$ cat src/rtl/myproject_sdiv_26s_16s_if.sv
// Block-level handshake and operand/result bus of the signed restoring divider.
// The master drives start and operands; the slave returns the held results.
interface myproject_sdiv_26s_16s_if #(
    parameter int din0_WIDTH = 26,
    parameter int din1_WIDTH = 16,
    parameter int dout_WIDTH = 26
);
    logic                  ap_start;
    logic                  ap_idle;
    logic                  ap_done;
    logic                  ap_ready;
    logic [din0_WIDTH-1:0] din0;
    logic [din1_WIDTH-1:0] din1;
    logic [dout_WIDTH-1:0] dout;
    logic [din1_WIDTH-1:0] rem;
    logic                  ovf;
    logic                  dbz;

    modport master (
        output ap_start, din0, din1,
        input  ap_idle, ap_done, ap_ready, dout, rem, ovf, dbz
    );

    modport slave (
        input  ap_start, din0, din1,
        output ap_idle, ap_done, ap_ready, dout, rem, ovf, dbz
    );
endinterface

$ cat src/rtl/myproject_sdiv_26s_16s.sv
// Signed radix-2 restoring divider, one quotient bit per clock; truncating quotient/remainder.
// Latency: accept edge 0, ap_done high after edge W+1; no backpressure, starts only taken in IDLE.
module myproject_sdiv_26s_16s #(
    parameter int din0_WIDTH = 26,
    parameter int din1_WIDTH = 16,
    parameter int dout_WIDTH = 26
) (
    input  logic                     ap_clk,
    input  logic                     ap_rst,
    myproject_sdiv_26s_16s_if.slave  bus
);

    localparam int W  = din0_WIDTH;
    localparam int D  = din1_WIDTH;
    localparam int PW = D + 2;
    localparam int CW = $clog2(W);

    localparam logic [W-1:0] MIN_Q = {1'b1, {(W-1){1'b0}}};
    localparam logic [W-1:0] MAX_Q = {1'b0, {(W-1){1'b1}}};

    typedef enum logic [1:0] {IDLE, CALC, FIX, DONE} state_t;

    state_t                state_q;
    logic [W-1:0]          dvd_q;      // dividend magnitude, refilled with quotient bits from the LSB
    logic [D:0]            dsr_q;
    logic [PW-1:0]         pr_q;
    logic [CW-1:0]         cnt_q;
    logic                  neg_a_q;
    logic                  neg_b_q;
    logic                  min_a_q;
    logic                  zero_b_q;
    logic [dout_WIDTH-1:0] dout_q;
    logic [D-1:0]          rem_q;
    logic                  ovf_q;
    logic                  dbz_q;
    logic                  done_q;
    logic                  idle_q;

    logic [W-1:0]          a_abs;
    logic [D:0]            b_ext;
    logic [D:0]            b_abs;
    logic [PW-1:0]         pr_sh;
    logic [PW-1:0]         trial;
    logic                  q_neg;
    logic [PW-1:0]         rem_full;
    logic [dout_WIDTH-1:0] dout_d;
    logic [D-1:0]          rem_d;
    logic                  ovf_d;
    logic                  dbz_d;
    logic                  unused_rem_hi;

    // W unsigned bits hold 2^(W-1) exactly, so the most negative dividend needs no special path.
    assign a_abs = bus.din0[W-1] ? -bus.din0 : bus.din0;
    assign b_ext = {bus.din1[D-1], bus.din1};
    assign b_abs = b_ext[D] ? -b_ext : b_ext;

    assign pr_sh = {pr_q[PW-2:0], dvd_q[W-1]};
    assign trial = pr_sh - {1'b0, dsr_q};

    always_comb begin
        q_neg    = neg_a_q ^ neg_b_q;
        rem_full = neg_a_q ? -pr_q : pr_q;
        dout_d   = q_neg ? -dvd_q : dvd_q;
        rem_d    = rem_full[D-1:0];
        ovf_d    = 1'b0;
        dbz_d    = 1'b0;
        if (zero_b_q) begin
            dout_d = neg_a_q ? MIN_Q : MAX_Q;
            rem_d  = '0;
            dbz_d  = 1'b1;
        end else if (min_a_q && !q_neg && (dvd_q == MIN_Q)) begin
            dout_d = MAX_Q;
            rem_d  = '0;
            ovf_d  = 1'b1;
        end
    end

    // |rem| < |divisor| <= 2^(D-1), so the upper remainder bits never carry information.
    assign unused_rem_hi = ^rem_full[PW-1:D];

    always_ff @(posedge ap_clk) begin
        if (ap_rst) begin
            state_q  <= IDLE;
            dvd_q    <= '0;
            dsr_q    <= '0;
            pr_q     <= '0;
            cnt_q    <= '0;
            neg_a_q  <= 1'b0;
            neg_b_q  <= 1'b0;
            min_a_q  <= 1'b0;
            zero_b_q <= 1'b0;
            dout_q   <= '0;
            rem_q    <= '0;
            ovf_q    <= 1'b0;
            dbz_q    <= 1'b0;
            done_q   <= 1'b0;
            idle_q   <= 1'b1;
        end else begin
            case (state_q)
                IDLE: begin
                    if (bus.ap_start) begin
                        state_q  <= CALC;
                        idle_q   <= 1'b0;
                        dvd_q    <= a_abs;
                        dsr_q    <= b_abs;
                        neg_a_q  <= bus.din0[W-1];
                        neg_b_q  <= bus.din1[D-1];
                        min_a_q  <= (bus.din0 == MIN_Q);
                        zero_b_q <= (bus.din1 == '0);
                        pr_q     <= '0;
                        cnt_q    <= CW'(W - 1);
                    end
                end
                CALC: begin
                    dvd_q <= {dvd_q[W-2:0], ~trial[PW-1]};
                    pr_q  <= trial[PW-1] ? pr_sh : trial;
                    cnt_q <= cnt_q - CW'(1);
                    if (cnt_q == '0) begin
                        state_q <= FIX;
                    end
                end
                FIX: begin
                    dout_q  <= dout_d;
                    rem_q   <= rem_d;
                    ovf_q   <= ovf_d;
                    dbz_q   <= dbz_d;
                    done_q  <= 1'b1;
                    state_q <= DONE;
                end
                DONE: begin
                    done_q  <= 1'b0;
                    idle_q  <= 1'b1;
                    state_q <= IDLE;
                end
                default: begin
                    state_q <= IDLE;
                end
            endcase
        end
    end

    assign bus.ap_idle  = idle_q;
    assign bus.ap_done  = done_q;
    assign bus.ap_ready = done_q;
    assign bus.dout     = dout_q;
    assign bus.rem      = rem_q;
    assign bus.ovf      = ovf_q;
    assign bus.dbz      = dbz_q;

endmodule
$ cat src/flat_wrapper.sv
// flat-port wrapper written by rule: the top's interface ports become plain ports
module myproject_sdiv_26s_16s_flat 
#(
    parameter int din0_WIDTH = 26,
    parameter int din1_WIDTH = 16,
    parameter int dout_WIDTH = 26
)
  (ap_clk, ap_rst, bus_ap_start, bus_din0, bus_din1, bus_ap_idle, bus_ap_done, bus_ap_ready, bus_dout, bus_rem, bus_ovf, bus_dbz);
  myproject_sdiv_26s_16s_if #(.din0_WIDTH(din0_WIDTH), .din1_WIDTH(din1_WIDTH), .dout_WIDTH(dout_WIDTH)) bus_i ();
  input  logic ap_clk;
  input  logic ap_rst;
  input wire logic [$bits(bus_i.ap_start)-1:0] bus_ap_start;
  input wire logic [$bits(bus_i.din0)-1:0] bus_din0;
  input wire logic [$bits(bus_i.din1)-1:0] bus_din1;
  output wire logic [$bits(bus_i.ap_idle)-1:0] bus_ap_idle;
  output wire logic [$bits(bus_i.ap_done)-1:0] bus_ap_done;
  output wire logic [$bits(bus_i.ap_ready)-1:0] bus_ap_ready;
  output wire logic [$bits(bus_i.dout)-1:0] bus_dout;
  output wire logic [$bits(bus_i.rem)-1:0] bus_rem;
  output wire logic [$bits(bus_i.ovf)-1:0] bus_ovf;
  output wire logic [$bits(bus_i.dbz)-1:0] bus_dbz;
  assign bus_i.ap_start = bus_ap_start;
  assign bus_i.din0 = bus_din0;
  assign bus_i.din1 = bus_din1;
  assign bus_ap_idle = bus_i.ap_idle;
  assign bus_ap_done = bus_i.ap_done;
  assign bus_ap_ready = bus_i.ap_ready;
  assign bus_dout = bus_i.dout;
  assign bus_rem = bus_i.rem;
  assign bus_ovf = bus_i.ovf;
  assign bus_dbz = bus_i.dbz;
  myproject_sdiv_26s_16s #(.din0_WIDTH(din0_WIDTH), .din1_WIDTH(din1_WIDTH), .dout_WIDTH(dout_WIDTH)) u_core (.ap_clk(ap_clk), .ap_rst(ap_rst), .bus(bus_i));
endmodule
$ cat config.mk
export PLATFORM = sky130hd
export DESIGN_NAME = myproject_sdiv_26s_16s_flat
export DESIGN_NICKNAME = d
export VERILOG_FILES = /design/src/rtl/myproject_sdiv_26s_16s_if.sv /design/src/rtl/myproject_sdiv_26s_16s.sv /design/src/flat_wrapper.sv
export SDC_FILE = /design/constraint.sdc
export NUM_CORES = 1
export LEC_CHECK = 0
export BUFFER_PORTS_ARGS = -buffer_cell sky130_fd_sc_hd__buf_2
export CAP_MARGIN = 15
export CORE_UTILIZATION = 30
export DETAILED_ROUTE_END_ITERATION = 10
export MAX_ROUTING_LAYER = met4
export PLACE_DENSITY_LB_ADDON = 0.3
export SLEW_MARGIN = 25
export SYNTH_ARGS = -nofsm -noshare
export SYNTH_HDL_FRONTEND = slang
export SYNTH_SLANG_ARGS = --single-unit
$ cat constraint.sdc
create_clock -name ap_clk -period 2.75 [get_ports ap_clk]
set_clock_uncertainty 0.2 [all_clocks]
set_input_delay 0.55 -clock ap_clk [delete_from_list [all_inputs] [get_ports ap_clk]]
set_output_delay 0.55 -clock ap_clk [all_outputs]
set_load 0.02 [all_outputs]
==> impl_metrics.tcl <==
set metrics [dict create \
    status "finished, final reports clean" \
    postSynthAreaPerCell_um2 7.728 \
    fmax_ghz 0.3694 \
    layout-drive-gt1-share 0.2187 \
    regToRegSetupSlack_ns 0.16 \
    globalplace.congestion 0.8407 \
    fin_area_um2 9204 \
    synth-seq-area-share 0.3245 \
    grt_pass1_wl_um 33060 \
    ir_drop_uv 470.5 \
    cap_violations 0 \
    clockRootBuffer "clkbuf_16" \
    hold_path_depth 3 \
    port_buffers 91 \
    synth_edf_count 0 \
    grtUsageTotal 0.1735 \
    use_met2 0.2550 \
    layout.nets 1130 \
    cpLargestDelayFamily "simple AND/OR/NAND/NOR gates" \
    worstSetupPathType "input pin to flop" \
    ys_warn_count 0 \
    critPathMaxFanout 5 \
    p_leak_nw 3.870 \
    viasPerCell 4.968 \
    max_slew_margin 0.4710 \
    holdCritPathClass "input pin to flop" \
    firstDrtPassIters 5 \
    syn_nets 1007 \
    min_period_over_period 0.9844 \
    startpoint_type "input pin" \
    area_growth_pct 27.51 \
    syn-cell-area_um2 7218 \
    hold_viol 0 \
    crit_top_cell "or4_4" \
    via_count 6900 \
    power_density_nw_per_um2 1013 \
    cp_num_buf_inv 1 \
    core_area_um2 23540 \
    synthArstFlopShare 0 \
    rsz0062_at_grt "yes" \
    worstPathCellList "buf_6 -> or4_4 -> or4_4 -> or4_4 -> o31ai_4 -> xnor2_2 -> o211ai_2 -> a21oi_2" \
    routedWlPerCell_um 14.66 \
    final_cell_mix "nand2_1, dfxtp_1, buf_2" \
    r2r-end "u_core.pr_q[3]$_SDFFE_PP0P_" \
    clockBufferDepth 2 \
    remaining_drc_errors 0 \
    die_x_um 157.1 \
    postPlaceCellArea_um2 8447 \
    setup_viol 0 \
    diodes 0 \
    drtIter0Drc 473 \
    clk_latency_ns 0.43 \
    num_rows 56 \
    nFillCells 2457 \
    tritoncts "built" \
    synth_cell_types 62 \
    reg2reg_depth 11 \
    min-delay-start "bus_din1[0]" \
    h-tree-depth 4 \
    synth_ff_type "dfxtp_1" \
    grtUsageMet1 0.2431 \
    antenna_found_initial 0 \
    worstMarginPinSlew_ns 0.7935 \
    cp.arrival_ns 2.80 \
    setup_tns_ns 0 \
    grt.busiest_layer "met2" \
    min_period_ns 2.707 \
    ys_seq_elements 117 \
    synthCells 934 \
    initial_utilization 0.3066 \
    die_area_um2 24690 \
    cts_inserted_buffers 17 \
    final_common_cell "nand2_1" \
    ios 92 \
    grt_start_max_net_pins 72 \
    ant_nets 0 \
    finalWirelength_um 20360 \
    worstSetupEndpointType "flop" \
    clkSlewWorstSetupHoldPaths_ns 0.06 \
    grtUsageMet3 0.02478 \
    cts_sinks 117 \
    crit_path_max_incr_delay_ns 0.62 \
    required_ns 2.85 \
    critPathSlowestCell "or4_4" \
    min_to "u_core.dsr_q[0]$_SDFFE_PP0P_" \
    die_y_um 157.1 \
    rr_startpoint "u_core.dsr_q[12]$_SDFFE_PP0P_" \
    drv_slew 0 \
    dp_hpwl_um 15310 \
    grt-ovfl-total 0 \
    grt_pass1_vias 6335 \
]
[worst reg2reg max path, delay by kind of cell, from the launching register on]
family | cells | cell delay (ns)
AO/OA/AOI/OAI | 4 | 0.54
AND/OR/NAND/NOR | 2 | 0.46
buffers and inverters | 3 | 0.41
flip-flops | 1 | 0.34
adder cells (fa/ha/maj) | 1 | 0.31
multiplexers | 1 | 0.20
[per-stage QoR]
step,power (W),setup WS [ns],utilization,hold slack (ns),cells
5_1_grt,0.01001,-0.02459,0.3909,0.2052,1389
3_5_place_dp,0.006791,-0.3933,0.3588,0.2551,1355
2_1_floorplan,0.005478,-0.1962,-,0.2279,934
6_report,0.009320,0.04277,0.3909,0.1806,1389
3_3_place_gp,0.006750,-0.3372,0.3587,0.2476,1355
4_1_cts,0.009243,0.03070,0.3864,0.1696,1387
[area by class of cell]
type / instances / area, um2 / area share
repair buffers: 164 / 1049 / 0.1139
clock buffers: 17 / 425.4 / 0.04622
inverters: 36 / 135.1 / 0.01468
well taps: 319 / 399.1 / 0.04337
clock inverters: 15 / 216.5 / 0.02352
flip-flops and latches: 117 / 2342 / 0.2545
multi-input cells: 721 / 4637 / 0.5038
[routing by layer]
| layer | routed length [um] | share of wire | vias to the layer above |
|---|---|---|---|
| li1 | - | - | 3573 |
| met1 | 10710 | 0.53 | 3198 |
| met2 | 8824 | 0.43 | 115 |
| met3 | 638 | 0.031 | 14 |
| met4 | 189 | 0.0093 | 0 |
| met5 | 0 | 0 | - |
[state kept, by name (all words and copies together) (netlist names)]
signal / count
u_core.bus.dout: 26
u_core.dvd_q: 26
u_core.dsr_q: 17
u_core.pr_q: 17
u_core.bus.rem: 16
u_core.cnt_q: 5
u_core.state_q: 2
u_core.bus.ap_done: 1
u_core.bus.ap_idle: 1
u_core.bus.dbz: 1
u_core.bus.ovf: 1
u_core.min_a_q: 1
u_core.neg_a_q: 1
u_core.neg_b_q: 1
u_core.zero_b_q: 1
[power by group]
| group | switching (W) | internal [W] |
|---|---|---|
| clock | 0.000878 | 0.00154 |
| combinational | 0.00261 | 0.00186 |
| sequential | 0.000376 | 0.00206 |
| total | 0.00386 | 0.00546 |
[cells by family (layout without fill, tap and decap cells)]
family	count (synthesis)	count (layout)	synth area share
simple gates	317	317	0.2058
fa+ha+maj	28	28	0.04957
mux	18	18	0.02531
xor+xnor	85	85	0.1031
compound gates	273	273	0.2409
buf+inv	96	232	0.05079
flops	117	117	0.3245
[worst max-delay path by stage]
stage | start | to | slack, ns | cells past startpoint
final | bus_din0[6] | u_core.dvd_q[24]$_SDFFE_PP0P_ | 0.04 | 8
after global routing | u_core.dsr_q[7]$_SDFFE_PP0P_ | u_core.pr_q[16]$_SDFFE_PP0P_ | -0.02 | 9
after CTS | bus_din0[0] | u_core.dvd_q[24]$_SDFFE_PP0P_ | 0.03 | 10
after detailed placement | bus_din0[6] | u_core.dvd_q[24]$_SDFFE_PP0P_ | -0.39 | 8
after global placement | bus_din0[6] | u_core.dvd_q[24]$_SDFFE_PP0P_ | -0.34 | 8
after floorplan | bus_din0[6] | u_core.dvd_q[24]$_SDFFE_PP0P_ | -0.20 | 7
[cell usage after synthesis, drive strengths merged, types with 13 or more instances]
cell	number	share of area
o21ai	65	0.045
nor2	82	0.043
nand3	18	0.012
nand2	125	0.065
mux2i	16	0.022
a21oi	75	0.052
xnor2	37	0.045
inv	35	0.018
o31ai	18	0.021
a211oi	26	0.027
ha	27	0.047
nor3	20	0.014
clkbuf	53	0.028
a31oi	13	0.011
dfxtp	117	0.32
a22oi	29	0.030
xor2	48	0.058
[timing repair]
item,in CTS,in global routing
resized for setup,1,19
pin swaps,1,8
setup buffers,0,1
hold buffers,0,0
setup endpoints to repair,1,35
cloned,0,1
(Power assumes the default switching activity.)
